--- src/rtl/apb_req_arbiter.sv ---
// ---------------------------------------------------------------------------
// apb_req_arbiter
//
// Round-robin arbiter sharing one APB master command port between N_REQ
// requesters. One transfer is in flight at a time. The arbiter watches the
// APB bus for completion, returns read data and error status to the granted
// requester with a one-cycle done pulse, and bounds every transfer with a
// timeout counter.
//
// Ports
//   PCLK, PRESET          clock (rising edge), synchronous active-high reset
//   req                   per-requester request level
//   req_write             per-requester direction (1 = write)
//   req_addr/wdata/strb/prot
//                         flattened per-requester command fields; requester i
//                         occupies slice i of each bus
//   gnt                   one-hot grant, zero while idle
//   done                  one-cycle completion pulse on the granted bit
//   rsp_rdata             read data (zero for writes and timeouts), valid with done
//   rsp_err               PSLVERR or timeout, valid with done
//   rsp_timeout           completion was forced by the timeout, valid with done
//   transfer              one-cycle command strobe to the APB master
//   SWRITE/SADDR/SWDATA/SSTRB/SPROT
//                         command fields to the APB master, held from issue
//                         through done
//   PSEL/PENABLE/PREADY/PSLVERR/PRDATA
//                         APB bus observation
// ---------------------------------------------------------------------------
module apb_req_arbiter #(
   parameter int N_REQ   = 4,
   parameter int ADDR_W  = 32,
   parameter int DATA_W  = 32,
   parameter int TIMEOUT = 16
) (
   input  logic                       PCLK,
   input  logic                       PRESET,
   input  logic [N_REQ-1:0]           req,
   input  logic [N_REQ-1:0]           req_write,
   input  logic [N_REQ*ADDR_W-1:0]    req_addr,
   input  logic [N_REQ*DATA_W-1:0]    req_wdata,
   input  logic [N_REQ*DATA_W/8-1:0]  req_strb,
   input  logic [N_REQ*3-1:0]         req_prot,
   output logic [N_REQ-1:0]           gnt,
   output logic [N_REQ-1:0]           done,
   output logic [DATA_W-1:0]          rsp_rdata,
   output logic                       rsp_err,
   output logic                       rsp_timeout,
   output logic                       transfer,
   output logic                       SWRITE,
   output logic [ADDR_W-1:0]          SADDR,
   output logic [DATA_W-1:0]          SWDATA,
   output logic [DATA_W/8-1:0]        SSTRB,
   output logic [2:0]                 SPROT,
   input  logic                       PSEL,
   input  logic                       PENABLE,
   input  logic                       PREADY,
   input  logic                       PSLVERR,
   input  logic [DATA_W-1:0]          PRDATA
);

   localparam int STRB_W = DATA_W / 8;
   localparam int IDX_W  = $clog2(N_REQ);
   localparam int CNT_W  = $clog2(TIMEOUT);

   typedef enum logic [1:0] {
      ST_IDLE  = 2'd0,
      ST_ISSUE = 2'd1,
      ST_WAIT  = 2'd2,
      ST_DONE  = 2'd3
   } state_t;

   // -----------------------------------------------------------------------
   // Unpack the flattened requester buses into per-requester arrays
   // -----------------------------------------------------------------------
   logic [ADDR_W-1:0] addr_arr  [N_REQ];
   logic [DATA_W-1:0] wdata_arr [N_REQ];
   logic [STRB_W-1:0] strb_arr  [N_REQ];
   logic [2:0]        prot_arr  [N_REQ];

   generate
      for (genvar gi = 0; gi < N_REQ; gi++) begin : g_unpack
         assign addr_arr[gi]  = req_addr[gi*ADDR_W +: ADDR_W];
         assign wdata_arr[gi] = req_wdata[gi*DATA_W +: DATA_W];
         assign strb_arr[gi]  = req_strb[gi*STRB_W +: STRB_W];
         assign prot_arr[gi]  = req_prot[gi*3 +: 3];
      end
   endgenerate

   // -----------------------------------------------------------------------
   // State and datapath flops
   // -----------------------------------------------------------------------
   state_t            state_q, state_d;
   logic [IDX_W-1:0]  ptr_q,   ptr_d;     // last winner
   logic [IDX_W-1:0]  win_q,   win_d;     // current winner
   logic [CNT_W-1:0]  cnt_q,   cnt_d;     // WAIT cycle counter
   logic              write_q, write_d;
   logic [ADDR_W-1:0] addr_q,  addr_d;
   logic [DATA_W-1:0] wdata_q, wdata_d;
   logic [STRB_W-1:0] strb_q,  strb_d;
   logic [2:0]        prot_q,  prot_d;
   logic [DATA_W-1:0] rdata_q, rdata_d;
   logic              err_q,   err_d;
   logic              tout_q,  tout_d;

   logic              bus_done;
   logic              cnt_expired;
   logic              win_found;
   logic [IDX_W-1:0]  win_idx;
   logic [IDX_W-1:0]  cand_idx;
   logic [N_REQ-1:0]  win_onehot;

   assign bus_done    = PSEL & PENABLE & PREADY;
   assign cnt_expired = (cnt_q == CNT_W'(TIMEOUT - 1));
   assign win_onehot  = {{(N_REQ-1){1'b0}}, 1'b1} << win_q;

   // Round-robin search starting one past the last winner, wrapping around.
   always_comb begin
      win_found = 1'b0;
      win_idx   = ptr_q;
      cand_idx  = ptr_q;
      for (int i = 1; i <= N_REQ; i++) begin
         cand_idx = IDX_W'((int'(ptr_q) + i) % N_REQ);
         if (!win_found && req[cand_idx]) begin
            win_found = 1'b1;
            win_idx   = cand_idx;
         end
      end
   end

   // -----------------------------------------------------------------------
   // FSM: state register
   // -----------------------------------------------------------------------
   always_ff @(posedge PCLK) begin
      if (PRESET) begin
         state_q <= ST_IDLE;
         ptr_q   <= IDX_W'(N_REQ - 1);
         win_q   <= '0;
         cnt_q   <= '0;
         write_q <= 1'b0;
         addr_q  <= '0;
         wdata_q <= '0;
         strb_q  <= '0;
         prot_q  <= '0;
         rdata_q <= '0;
         err_q   <= 1'b0;
         tout_q  <= 1'b0;
      end else begin
         state_q <= state_d;
         ptr_q   <= ptr_d;
         win_q   <= win_d;
         cnt_q   <= cnt_d;
         write_q <= write_d;
         addr_q  <= addr_d;
         wdata_q <= wdata_d;
         strb_q  <= strb_d;
         prot_q  <= prot_d;
         rdata_q <= rdata_d;
         err_q   <= err_d;
         tout_q  <= tout_d;
      end
   end

   // -----------------------------------------------------------------------
   // FSM: next-state logic
   // -----------------------------------------------------------------------
   always_comb begin
      state_d = state_q;
      case (state_q)
         ST_IDLE:  if (win_found) state_d = ST_ISSUE;
         ST_ISSUE: state_d = ST_WAIT;
         ST_WAIT:  if (bus_done || cnt_expired) state_d = ST_DONE;
         ST_DONE:  state_d = ST_IDLE;
         default:  state_d = ST_IDLE;
      endcase
   end

   // -----------------------------------------------------------------------
   // Datapath next values
   // -----------------------------------------------------------------------
   always_comb begin
      ptr_d   = ptr_q;
      win_d   = win_q;
      cnt_d   = cnt_q;
      write_d = write_q;
      addr_d  = addr_q;
      wdata_d = wdata_q;
      strb_d  = strb_q;
      prot_d  = prot_q;
      rdata_d = rdata_q;
      err_d   = err_q;
      tout_d  = tout_q;
      case (state_q)
         ST_IDLE: begin
            // Capture the winner's command so it stays stable until DONE,
            // even if the requester changes its inputs meanwhile.
            if (win_found) begin
               win_d   = win_idx;
               write_d = req_write[win_idx];
               addr_d  = addr_arr[win_idx];
               wdata_d = wdata_arr[win_idx];
               strb_d  = strb_arr[win_idx];
               prot_d  = prot_arr[win_idx];
            end
         end
         ST_ISSUE: begin
            cnt_d = '0;
         end
         ST_WAIT: begin
            cnt_d = cnt_q + CNT_W'(1);
            // Bus completion has priority over a coincident timeout.
            if (bus_done) begin
               rdata_d = write_q ? '0 : PRDATA;
               err_d   = PSLVERR;
               tout_d  = 1'b0;
            end else if (cnt_expired) begin
               rdata_d = '0;
               err_d   = 1'b1;
               tout_d  = 1'b1;
            end
         end
         ST_DONE: begin
            ptr_d = win_q;
         end
         default: ;
      endcase
   end

   // -----------------------------------------------------------------------
   // FSM: outputs
   // -----------------------------------------------------------------------
   always_comb begin
      gnt         = '0;
      done        = '0;
      transfer    = 1'b0;
      rsp_rdata   = '0;
      rsp_err     = 1'b0;
      rsp_timeout = 1'b0;
      case (state_q)
         ST_ISSUE: begin
            gnt      = win_onehot;
            transfer = 1'b1;
         end
         ST_WAIT: begin
            gnt = win_onehot;
         end
         ST_DONE: begin
            gnt         = win_onehot;
            done        = win_onehot;
            rsp_rdata   = rdata_q;
            rsp_err     = err_q;
            rsp_timeout = tout_q;
         end
         default: ;
      endcase
   end

   assign SWRITE = write_q;
   assign SADDR  = addr_q;
   assign SWDATA = wdata_q;
   assign SSTRB  = strb_q;
   assign SPROT  = prot_q;

endmodule

--- config.mk ---
export PLATFORM = sky130hd
export DESIGN_NAME = apb_req_arbiter
export DESIGN_NICKNAME = d
export VERILOG_FILES = /design/src/rtl/apb_req_arbiter.sv
export SDC_FILE = /design/constraint.sdc
export NUM_CORES = 1
export LEC_CHECK = 0
export BUFFER_PORTS_ARGS = -buffer_cell sky130_fd_sc_hd__buf_4
export CELL_PAD_IN_SITES_DETAIL_PLACEMENT = 1
export CELL_PAD_IN_SITES_GLOBAL_PLACEMENT = 2
export CORE_ASPECT_RATIO = 0.8
export CORE_MARGIN = 2
export CORE_UTILIZATION = 25
export DETAILED_ROUTE_END_ITERATION = 6
export GPL_ROUTABILITY_DRIVEN = 1
export PLACE_DENSITY = 0.95
export SLEW_MARGIN = 30
export SYNTH_ARGS = -nofsm -noshare
export SYNTH_HDL_FRONTEND = slang
export SYNTH_SLANG_ARGS = --single-unit
--- constraint.sdc ---
create_clock -name PCLK -period 3.05 [get_ports PCLK]
set_input_delay 0 -clock PCLK [delete_from_list [all_inputs] [get_ports PCLK]]
set_output_delay 0 -clock PCLK [all_outputs]
set_load 0.03 [all_outputs]
==> impl_metrics.tcl <==
set metrics [dict create \
    status "finished clean" \
    max-vdd-ir-drop_mv 0.335 \
    groute.usage.overall_pct 26.3 \
    async_flop_share_pct 0 \
    netlist_area_sq_mm 0.00688 \
    leakage_nw 6.48 \
    tightest_slew_ps 661 \
    setup_tns_ps 0 \
    die_w_um 189 \
    num_rows 54 \
    clock_path_buffers 2 \
    p_int_mw 5.20 \
    core_area_sq_mm 0.0272 \
    drive_above_1_share_pct 38.4 \
    synth_top_flop_cell "dfxtp_1" \
    start_util_pct 25.3 \
    hpwl_mm 22.0 \
    synth_warnings 0 \
    antenna_left 0 \
    pwr-share-seq_pct 24.8 \
    worst_path_largest_cell_delay_ps 630 \
    avgSynthCellArea_sq_um 9.01 \
    grt_max_degree 58 \
    worstPathCellList "nor2b_1, o21ba_2, nor3_4, buf_4, clkbuf_16, mux2i_1, dlygate4sd3_1, o221ai_1, dlygate4sd3_1" \
    end_kind "flop" \
    io_pins 445 \
    min_period_ps 2950 \
    fmax_mhz 339 \
    die_y_um 152 \
    cts_tree "done" \
    worst-endpoint-arrival_ps 3260 \
    routed_wirelength_mm 40.7 \
    die_area_sq_mm 0.0289 \
    crit_type "reg2reg" \
    final_cells 1833 \
    setup_viol 0 \
    synth_cell_types 44 \
    antenna_found_initial 3 \
    first_global_vias 10293 \
    gp_congestion 0.776 \
    p_switching_mw 3.72 \
    synth_nets 1100 \
    via_per_inst 5.07 \
    crit_slowest_cell "dlygate4sd3_1" \
    hold_class "in2reg" \
    slew_headroom_pct 55.9 \
    synth_top_area_share_pct 33.7 \
    nNetsFinal 1788 \
    drt_pass1_iterations 5 \
    period_share_pct 96.8 \
    clkPwrFrac_pct 22.8 \
    holdWs_ps 33.0 \
    maxCapViolCount 0 \
    fin_worst_skew_ps 21.1 \
    wire_per_inst_um 22.2 \
    synth_cells 764 \
    synth.area.top_cells "dfxtp_1, mux2i_1, nand2_1" \
    crit_family "buffers and inverters" \
    rsz0062_at_grt "no" \
    via_count 9293 \
    hold_violations 0 \
    placed_cells 1514 \
    clk_latency_ps 420 \
    mostFrequentLayoutCell "buf_4" \
    cts_sinks 116 \
    pwr-share-comb_pct 52.5 \
    synth_enable_flop_cells 0 \
    clk_pin_slew_ps 80 \
    critPathBufInv 4 \
    area_delta_synth_final_pct 101 \
    first_iter_violations 345 \
    yosys_register_bits 116 \
    final_cell_mix "buf_4, dlygate4sd3_1, dfxtp_1, nand2_1, mux2i_1" \
    nFillCells 3078 \
    finalInstanceArea_sq_mm 0.0139 \
    ys_seq_area_share_pct 33.7 \
    placed_cell_area_sq_mm 0.0104 \
    p_per_area_mw_per_mm2 643 \
    clockRootBuffer "clkbuf_16" \
    grt_pass1_wl_mm 59.0 \
    globalRouteOverflowTotal 0 \
    drc 0 \
    drv_slew 0 \
    cts_made_buffers 17 \
    crit_top_cell "dlygate4sd3_1" \
    worstPathRequired_ps 3350 \
    htree_levels 4 \
    start_kind "flop" \
    yosysTopAreaCell "dfxtp_1" \
    p_sw_share_pct 41.7 \
    cp_max_fo 15 \
    io_buffers 444 \
]
==> final timing paths <==
check                     start           to  slack (ps)  cells after the start
setup / recovery       ptr_q[0]     SADDR[0]         100                      9
hold / removal    req_wdata[72]    SWDATA[8]          30                      4
setup reg to reg       ptr_q[0]     SADDR[0]         100                      9
hold reg to reg     rdata_q[14]  rdata_q[14]         450                      2
==> layer usage <==
metal / share of wire [%] / routed length (um) / global-route usage (%) / up-vias
li1: - / - / - / 4201
met1: 38 / 15500 / 27.8 / 4545
met2: 51 / 20600 / 48.0 / 417
met3: 6.5 / 2630 / 6.61 / 130
met4: 4.9 / 1990 / 13.4 / 0
met5: 0 / 0 / 0 / -
==> power groups by stage <==
stage	registers [mW]	logic (mW)	clock network [mW]
finish	2.21	4.68	2.03
global route	2.24	4.92	2.14
CTS	2.17	4.38	2.07
detailed placement	2.19	3.64	0
global placement	2.18	3.58	0
floorplan	2.85	1.62	0
==> cells in the mapped netlist, types with 6 or more instances <==
library cell	number
nor3_1	6
clkbuf_1	46
ha_1	6
nand2_1	112
dfxtp_1	116
buf_1	6
nand3_1	35
nand4_1	34
o221ai_2	17
o31ai_1	34
o221ai_1	21
a21oi_1	38
buf_12	7
buf_2	12
nor2b_1	6
nor2_1	13
mux2i_1	111
and2_1	37
o211ai_1	11
a21o_1	34
o211ai_2	23
==> final cells by class <==
type                            count  area, sq um  share of cell area [%]
Antenna cell                        4         10.0                  0.0722
Multi-Input combinational cell    566         4110                    29.6
Inverter                            5         18.8                   0.135
Clock buffer                       17          425                    3.07
Clock inverter                     15          155                    1.12
Tap cell                          364          455                    3.28
Sequential cell                   116         2320                    16.8
Timing Repair Buffer              746         6370                    46.0
==> per-stage QoR <==
step | worst slack [ps] | utilization (%) | total power [mW]
finish | 97.6 | 51.0 | 8.91
global route | 0.644 | 51.0 | 9.31
CTS | 7.28 | 50.3 | 8.63
detailed placement | 779 | 38.3 | 5.84
global placement | 879 | 38.3 | 5.76
floorplan | 1270 | - | 4.47
==> tightest hold or removal path, cell delays in order <==
cell and delay, ps:
buf_4 90, nand4_1 80, a21o_1 180, o211ai_2 60
==> cell families after synthesis <==
logic type      synth area share [%]
fa+ha+maj                       1.09
mux                             16.1
simple gates                    18.4
flops                           33.7
compound gates                  23.6
buf+inv                         7.05
==> sequential cells by signal, indices dropped and copies added, names as in the netlist <==
name,cells
SADDR,32
SPROT,3
SSTRB,4
SWDATA,32
SWRITE,1
cnt_q,4
err_q,1
ptr_q,2
rdata_q,32
state_q,2
tout_q,1
win_q,2
==> what timing repair did <==
action / in CTS / in global routing
endpoints found under the setup margin: 0 / 50
gates resized for setup: 0 / 9
hold endpoints to repair: 105 / 0
hold buffers: 267 / 0
setup buffers: 0 / 12
Power figures use the tool's default switching activity.
